===== src/rtl/bram32bit_arbiter_pkg.sv =====
// Shared types for the BRAM port-A arbiter: bus widths, request payload, read owner.
package bram_arb_pkg;
    localparam int DW     = 32;
    localparam int BEW    = 4;
    localparam int AW_MAX = 16;

    typedef enum logic {OWN_REQ0 = 1'b0, OWN_REQ1 = 1'b1} owner_e;

    // Address field is sized for the widest supported BRAM; the top slices it back to AW.
    typedef struct packed {
        logic [BEW-1:0]    we;
        logic [AW_MAX-1:0] addr;
        logic [DW-1:0]     wdata;
    } bram_req_t;
endpackage


===== src/rtl/bram32bit_arbiter_if.sv =====
// One requester's access channel into the BRAM arbiter (request payload out, ack/read data back).
interface bram32bit_arbiter_if
    import bram_arb_pkg::*;
#(
    parameter int AW = 12
);
    logic           req;
    logic [BEW-1:0] we;
    logic [AW-1:0]  addr;
    logic [DW-1:0]  wdata;
    logic           ack;
    logic           rvalid;
    logic [DW-1:0]  rdata;

    modport master (output req, we, addr, wdata, input ack, rvalid, rdata);
    modport slave  (input req, we, addr, wdata, output ack, rvalid, rdata);
endinterface


===== src/rtl/bram32bit_arbiter_grant.sv =====
// Grant logic: fixed priority for requester 0 with a starvation counter for requester 1,
// or fair round-robin when BRAM_ARB_RR_EN is defined.
module bram_arb_grant
    import bram_arb_pkg::*;
#(
    parameter int STARVE_MAX = 4
) (
    input  logic clk,
    input  logic rstn,
    input  logic req0,
    input  logic req1,
    output logic gnt0,
    output logic gnt1
);
`ifdef BRAM_ARB_RR_EN
    owner_e last_gnt_q, last_gnt_d;

    always_comb begin
        gnt1       = req1 & (~req0 | (last_gnt_q == OWN_REQ0));
        gnt0       = req0 & ~gnt1;
        last_gnt_d = last_gnt_q;
        if (gnt1)      last_gnt_d = OWN_REQ1;
        else if (gnt0) last_gnt_d = OWN_REQ0;
    end

    always_ff @(posedge clk or negedge rstn) begin
        if (!rstn) last_gnt_q <= OWN_REQ1;
        else       last_gnt_q <= last_gnt_d;
    end
`else
    localparam logic [3:0] SMAX = 4'(STARVE_MAX);
    logic [3:0] starve_cnt_q, starve_cnt_d;

    always_comb begin
        gnt1         = req1 & (~req0 | (starve_cnt_q == SMAX));
        gnt0         = req0 & ~gnt1;
        starve_cnt_d = starve_cnt_q;
        if (!req1 || gnt1)          starve_cnt_d = '0;
        else if (starve_cnt_q != SMAX) starve_cnt_d = starve_cnt_q + 4'd1;
    end

    always_ff @(posedge clk or negedge rstn) begin
        if (!rstn) starve_cnt_q <= '0;
        else       starve_cnt_q <= starve_cnt_d;
    end
`endif
endmodule


===== src/rtl/bram32bit_arbiter.sv =====
// Shares BRAM port A between CPU (req0, priority) and DMA (req1); routes NOREG read data back.
// Define BRAM_ARB_RR_EN for round-robin arbitration instead of priority + starvation counter.
module bram32bit_arbiter
    import bram_arb_pkg::*;
#(
    parameter int AW         = 12,
    parameter int STARVE_MAX = 4
) (
    input  logic                  clk,
    input  logic                  rstn,
    bram32bit_arbiter_if.slave    r0,
    bram32bit_arbiter_if.slave    r1,
    output logic                  bram_clken,
    output logic [BEW-1:0]        bram_we,
    output logic [AW-1:0]         bram_addr,
    output logic [DW-1:0]         bram_wdata,
    input  logic [DW-1:0]         bram_rdata
);
    logic      req0_v, req1_v, gnt0, gnt1;
    bram_req_t r0_req, r1_req, sel_req;
    logic      rd_pend_q, rd_pend_d;
    owner_e    rd_owner_q, rd_owner_d;
    logic      unused_addr_hi;

    // Requests are ignored while reset is asserted so nothing reaches the BRAM.
    always_comb begin
        req0_v = r0.req & rstn;
        req1_v = r1.req & rstn;
    end

    bram_arb_grant #(.STARVE_MAX(STARVE_MAX)) u_grant (
        .clk  (clk),
        .rstn (rstn),
        .req0 (req0_v),
        .req1 (req1_v),
        .gnt0 (gnt0),
        .gnt1 (gnt1)
    );

    assign r0_req = '{we: r0.we, addr: AW_MAX'(r0.addr), wdata: r0.wdata};
    assign r1_req = '{we: r1.we, addr: AW_MAX'(r1.addr), wdata: r1.wdata};
    assign unused_addr_hi = ^sel_req.addr[AW_MAX-1:AW];

    always_comb begin
        sel_req    = gnt1 ? r1_req : r0_req;
        bram_clken = gnt0 | gnt1;
        bram_we    = bram_clken ? sel_req.we : '0;
        bram_addr  = sel_req.addr[AW-1:0];
        bram_wdata = sel_req.wdata;
        rd_pend_d  = bram_clken && (sel_req.we == '0);
        rd_owner_d = rd_owner_q;
        if (rd_pend_d) rd_owner_d = gnt1 ? OWN_REQ1 : OWN_REQ0;
    end

    always_ff @(posedge clk or negedge rstn) begin
        if (!rstn) begin
            rd_pend_q  <= 1'b0;
            rd_owner_q <= OWN_REQ0;
        end else begin
            rd_pend_q  <= rd_pend_d;
            rd_owner_q <= rd_owner_d;
        end
    end

    // BRAM output holds when clken drops, so rdata is only qualified by rvalid.
    assign r0.ack    = gnt0;
    assign r1.ack    = gnt1;
    assign r0.rvalid = rd_pend_q && (rd_owner_q == OWN_REQ0);
    assign r1.rvalid = rd_pend_q && (rd_owner_q == OWN_REQ1);
    assign r0.rdata  = bram_rdata;
    assign r1.rdata  = bram_rdata;
endmodule

===== src/flat_wrapper.sv =====
// flat-port wrapper written by rule: the top's interface ports become plain ports
module bram32bit_arbiter_flat import bram_arb_pkg::*;
#(
    parameter int AW         = 12,
    parameter int STARVE_MAX = 4
)
  (clk, rstn, bram_clken, bram_we, bram_addr, bram_wdata, bram_rdata, r0_req, r0_we, r0_addr, r0_wdata, r0_ack, r0_rvalid, r0_rdata, r1_req, r1_we, r1_addr, r1_wdata, r1_ack, r1_rvalid, r1_rdata);
  bram32bit_arbiter_if #(.AW(AW)) r0_i ();
  bram32bit_arbiter_if #(.AW(AW)) r1_i ();
  input  logic clk;
  input  logic rstn;
  output logic bram_clken;
  output logic [BEW-1:0] bram_we;
  output logic [AW-1:0] bram_addr;
  output logic [DW-1:0] bram_wdata;
  input  logic [DW-1:0] bram_rdata;
  input wire logic [$bits(r0_i.req)-1:0] r0_req;
  input wire logic [$bits(r0_i.we)-1:0] r0_we;
  input wire logic [$bits(r0_i.addr)-1:0] r0_addr;
  input wire logic [$bits(r0_i.wdata)-1:0] r0_wdata;
  output wire logic [$bits(r0_i.ack)-1:0] r0_ack;
  output wire logic [$bits(r0_i.rvalid)-1:0] r0_rvalid;
  output wire logic [$bits(r0_i.rdata)-1:0] r0_rdata;
  input wire logic [$bits(r1_i.req)-1:0] r1_req;
  input wire logic [$bits(r1_i.we)-1:0] r1_we;
  input wire logic [$bits(r1_i.addr)-1:0] r1_addr;
  input wire logic [$bits(r1_i.wdata)-1:0] r1_wdata;
  output wire logic [$bits(r1_i.ack)-1:0] r1_ack;
  output wire logic [$bits(r1_i.rvalid)-1:0] r1_rvalid;
  output wire logic [$bits(r1_i.rdata)-1:0] r1_rdata;
  assign r0_i.req = r0_req;
  assign r0_i.we = r0_we;
  assign r0_i.addr = r0_addr;
  assign r0_i.wdata = r0_wdata;
  assign r0_ack = r0_i.ack;
  assign r0_rvalid = r0_i.rvalid;
  assign r0_rdata = r0_i.rdata;
  assign r1_i.req = r1_req;
  assign r1_i.we = r1_we;
  assign r1_i.addr = r1_addr;
  assign r1_i.wdata = r1_wdata;
  assign r1_ack = r1_i.ack;
  assign r1_rvalid = r1_i.rvalid;
  assign r1_rdata = r1_i.rdata;
  bram32bit_arbiter #(.AW(AW), .STARVE_MAX(STARVE_MAX)) u_core (.clk(clk), .rstn(rstn), .r0(r0_i), .r1(r1_i), .bram_clken(bram_clken), .bram_we(bram_we), .bram_addr(bram_addr), .bram_wdata(bram_wdata), .bram_rdata(bram_rdata));
endmodule

===== config.mk =====
export PLATFORM = sky130hd
export DESIGN_NAME = bram32bit_arbiter_flat
export DESIGN_NICKNAME = d
export VERILOG_FILES = /design/src/rtl/bram32bit_arbiter_pkg.sv /design/src/rtl/bram32bit_arbiter_if.sv /design/src/rtl/bram32bit_arbiter_grant.sv /design/src/rtl/bram32bit_arbiter.sv /design/src/flat_wrapper.sv
export SDC_FILE = /design/constraint.sdc
export NUM_CORES = 1
export LEC_CHECK = 0
export CAP_MARGIN = 20
export CORE_AREA = 2 2 96 98
export CTS_CLUSTER_DIAMETER = 40
export DETAILED_ROUTE_END_ITERATION = 16
export DIE_AREA = 0 0 98 100
export PLACE_DENSITY = 0.78
export SYNTH_ARGS = -nofsm -noshare
export SYNTH_HDL_FRONTEND = slang
export SYNTH_SLANG_ARGS = --single-unit

===== constraint.sdc =====
create_clock -name clk -period 3.3 [get_ports clk]
set_input_delay 0.66 -clock clk [delete_from_list [all_inputs] [get_ports clk]]
set_output_delay 0.66 -clock clk [all_outputs]
set_load 0.01 [all_outputs]

==> summary.md, run 1 <==
| Metric | Value |
|---|---|
| Outcome | `finished clean` |
| Num CTS Buffers | `3` |
| Reg-to-reg slack, setup | `between 1500 and 2000 ps` |
| Post-Synth Simple-Gate Area | `7.67%` |
| Arr. time, crit path | `approximately 2500 ps` |
| CP peak stage delay | `about 480 ps` |
| Gr usage total | `approximately 10%` |
| Die footprint | `9800 µm²` |
| Cell Area, Synth | `between 1000 and 1500 µm²` |
| Worst Hold Launch | `u_core.u_grant.starve_cnt_q[0]` |
| Clk slew on worst S/H paths | `40 ps` |
| Most common cell after layout, fill and taps aside | `clkdlybuf4s50_1` |
| Die W | `98 µm` |
| Reg2Reg Depth | `5` |
| Routed length per instance | `approximately 16 µm` |
| Clock buffer depth | `2` |
| Vias in the first global route | `1464` |
| Most frequent cells in the layout | `152 x clkdlybuf4s50_1, 39 x mux2_2, 7 x inv_1` |
| Root Buffer | `clkbuf_8` |
| LEAKAGE | `0.000989 µW` |
| Share of post-route cells with drive strength above 1 | `a little under a fifth` |
| Placement Setup Slack | `about 100 ps` |
| CP dominant cell by count | `clkdlybuf4s50_1` |
| Number of setup buffers added after CTS | `0` |
| DRC Markers | `0` |
| TritonCTS clock tree | `done` |
| Synth cell types | `25` |
| Slew Viols, Final | `0` |
| Number of buffers added on ports | `roughly 150` |
| Synthesized Nets | `around 290` |
| Final GP Congestion | `between 0.8 and 0.9` |
| Setup crit end | `bram_wdata[2]` |
| Reg-to-reg critical path endpoint | `u_core.rd_pend_q` |
| Final Setup Violations | `0` |
| Crit Path Class | `in2out` |
| First-pass GRT wire length | `7960 µm` |
| Hold-fix buffers, CTS | `0` |
| Synth Area in Compound Gates | `3.96%` |
| Avg Cell Area, Syn | `approximately 9.1 µm²` |
| Post-DP HPWL | `4840 µm` |
| Fin nets | `around 390` |
| Final period util | `between 90% and 100%` |
| I/O pin total | `249` |
| Crit end category | `output port` |
| Xor/xnor share of the synthesized area | `1.21%` |
| CTS Sinks | `6` |
| # fillers | `945` |
| Min-delay worst type | `reg2reg` |
| Initial DRC count | `16` |
| Fin crit period | `approximately 3200 ps` |
| Instance count of the mapped netlist | `160` |
| Slew HR | `around 85%` |
| Critical path, cell by cell | `clkdlybuf4s50_1 > nand2_1 > a21oi_4 > buf_12 > mux2_2 > clkdlybuf4s50_1` |
| Main combinational cell family by area after synthesis | `buffers and inverters` |
| Ys Warns | `0` |
| Initial Utilization | `between 10% and 20%` |
| Initial antenna violation count | `0` |
| Largest net degree at the start of global routing | `35` |
| N_diodes | `0` |
| Crit path from | `r1_req` |
| Core box area | `around 9000 µm²` |
| Max-Cap Viols | `0` |
| Grt total ovfl | `0` |
| Post-synthesis sequential area ratio | `10.3%` |
| Adder-cell share of the synthesized area | `1.72%` |
| Die Y | `100 µm` |
| Worst Clk Skew | `around 2.8 ps` |
| Worst Hold Depth | `1` |
| Final hold viol count | `0` |
| Data required, critical path | `around 2600 ps` |
| Setup ws final | `approximately 97 ps` |
| Detailed Routing Iterations Pass 1 | `4` |
| Post-synthesis mux area share | `a little under two fifths` |
| Final setup TNS | `0 ps` |
| Via/cell ratio | `approximately 3.9` |
| Crit path launch type | `input pin` |
| Fmax | `0.312 GHz` |
| Number of synthesized register bits | `6` |
| CP max stage cell | `clkdlybuf4s50_1` |
| H-Tree Depth | `1` |
| Worst skew pair latency | `220 ps` |
| Peak fanout along the critical path | `34` |
| Pwr dens | `186 nW/µm²` |
| Final Util | `a little under a third` |
| Worst-Margin Slew | `roughly 220 ps` |
| Vias after detailed routing | `about 1400` |
| Rows | `35` |
| Routed Wire Length | `about 5600 µm` |
| Maximum vdd drop | `around 93 µV` |
| RSZ-0062 raised after global routing | `no` |
| Syn-to-layout area delta | `83.9%` |
| Worst r2r src | `u_core.u_grant.starve_cnt_q[0]` |
| Antenna Nets Post-Route | `0` |
power by group:
part           switching (µW)  internal (µW)  total, µW
combinational            90.4            218        308
sequential               2.44           77.5       80.0
clock                    30.9           78.3        109
total                     124            374        497
flip-flops by register name, summed over array words and instances, names as in the netlist:
register                     count
u_core.rd_pend_q                 1
u_core.rd_owner_q                1
u_core.u_grant.starve_cnt_q      4
stage by stage:
stage	instance area [µm²]	power [µW]	hold WS, ps	std cells
floorplan	1450	253	364	160
global placement	2630	388	473	358
detailed placement	2630	391	494	358
CTS	2670	506	499	361
global route	2670	524	532	361
finish	2670	497	494	361
cell families (layout without fill, tap and decap cells):
kind of cell,after synthesis,after routing
AOI/OAI and AO/OA,6,6
buffers and inverters,76,166
xor gates and xnor gates,2,2
muxes,48,48
adders and majority gates,2,2
DFF,6,6
and+or+nand+nor,20,20
routing by layer:
metal | track usage (%) | share of wire, % | wire length (µm) | vias to the layer above
met5 | 0 | 0 | 0 | -
met4 | 6.84 | 5.3 | 297 | 0
met3 | 2.58 | 11 | 628 | 42
met2 | 17.4 | 48 | 2680 | 102
met1 | 11.2 | 36 | 2010 | 599
li1 | - | - | - | 652
layout make-up:
class                           instances  area [µm²]  area share (%)
Timing Repair Buffer                  156        1570            58.7
Clock buffer                            3        41.3            1.55
Tap cell                              111         139            5.20
Inverter                                7        26.3           0.984
Sequential cell                         6         150            5.62
Multi-Input combinational cell         78         747            28.0
timing repair:
item | 4_1_cts | 5_1_grt
endpoints found under the setup margin | 0 | 1
gates resized for setup | 0 | 1
hold endpoints to repair | 0 | 0
how the worst min path moves through the flow:
stage / slack [ps] / end
4_1_cts: 500 / u_core.u_grant.starve_cnt_q[0]
3_5_place_dp: 490 / u_core.u_grant.starve_cnt_q[0]
5_1_grt: 530 / u_core.u_grant.starve_cnt_q[0]
3_3_place_gp: 470 / u_core.u_grant.starve_cnt_q[0]
6_report: 490 / u_core.u_grant.starve_cnt_q[0]
2_1_floorplan: 360 / u_core.rd_owner_q
critical path: cells and delay by family:
family / cells / cell delay [ps]
and+or+nand+nor: 1 / 110
muxes: 1 / 370
AOI/OAI and AO/OA: 1 / 180
buffers and inverters: 3 / 1180
synthesized netlist by cell type:
cell type  count  share of area [%]
a2111o_1       1               0.78
a21oi_4        1                1.1
a32oi_1        1               0.60
and2_1         3                1.3
buf_4         67                 35
buf_6          1               0.78
buf_8          1                1.0
dfrtp_1        6                 10
ha_1           2                1.7
inv_1          7                1.8
mux2_1         5                3.9
mux2_2        39                 30
mux2i_1        4                2.8
nand2_1        5                1.3
nand3_1        2               0.69
nand3b_4       1                1.4
nand4_1        1               0.43
nand4b_1       1               0.60
nor2_1         6                1.6
nor2b_1        1               0.43
o21a_1         1               0.52
o21ai_0        1               0.34
o2bb2ai_1      1               0.60
xnor2_1        1               0.60
xor2_1         1               0.60
(Power assumes the default switching activity.)
==> inputs of run 2 (changes only) <==
--- a/config.mk
+++ b/config.mk
@@ -5,7 +5,7 @@
 export SDC_FILE = /design/constraint.sdc
 export NUM_CORES = 1
 export LEC_CHECK = 0
-export CAP_MARGIN = 20
+export CAP_MARGIN = 30
 export CORE_AREA = 2 2 96 98
 export CTS_CLUSTER_DIAMETER = 40
 export DETAILED_ROUTE_END_ITERATION = 16
==> results of run 2 <==
The final DEF is identical to that of run 1; final timing and power are the same.
==> inputs of run 3 (changes only) <==
--- a/config.mk
+++ b/config.mk
@@ -11,6 +11,7 @@
 export DETAILED_ROUTE_END_ITERATION = 16
 export DIE_AREA = 0 0 98 100
 export PLACE_DENSITY = 0.78
+export SLEW_MARGIN = 40
 export SYNTH_ARGS = -nofsm -noshare
 export SYNTH_HDL_FRONTEND = slang
 export SYNTH_SLANG_ARGS = --single-unit
==> results of run 3 <==
The final DEF is identical to that of run 1; final timing and power are the same.
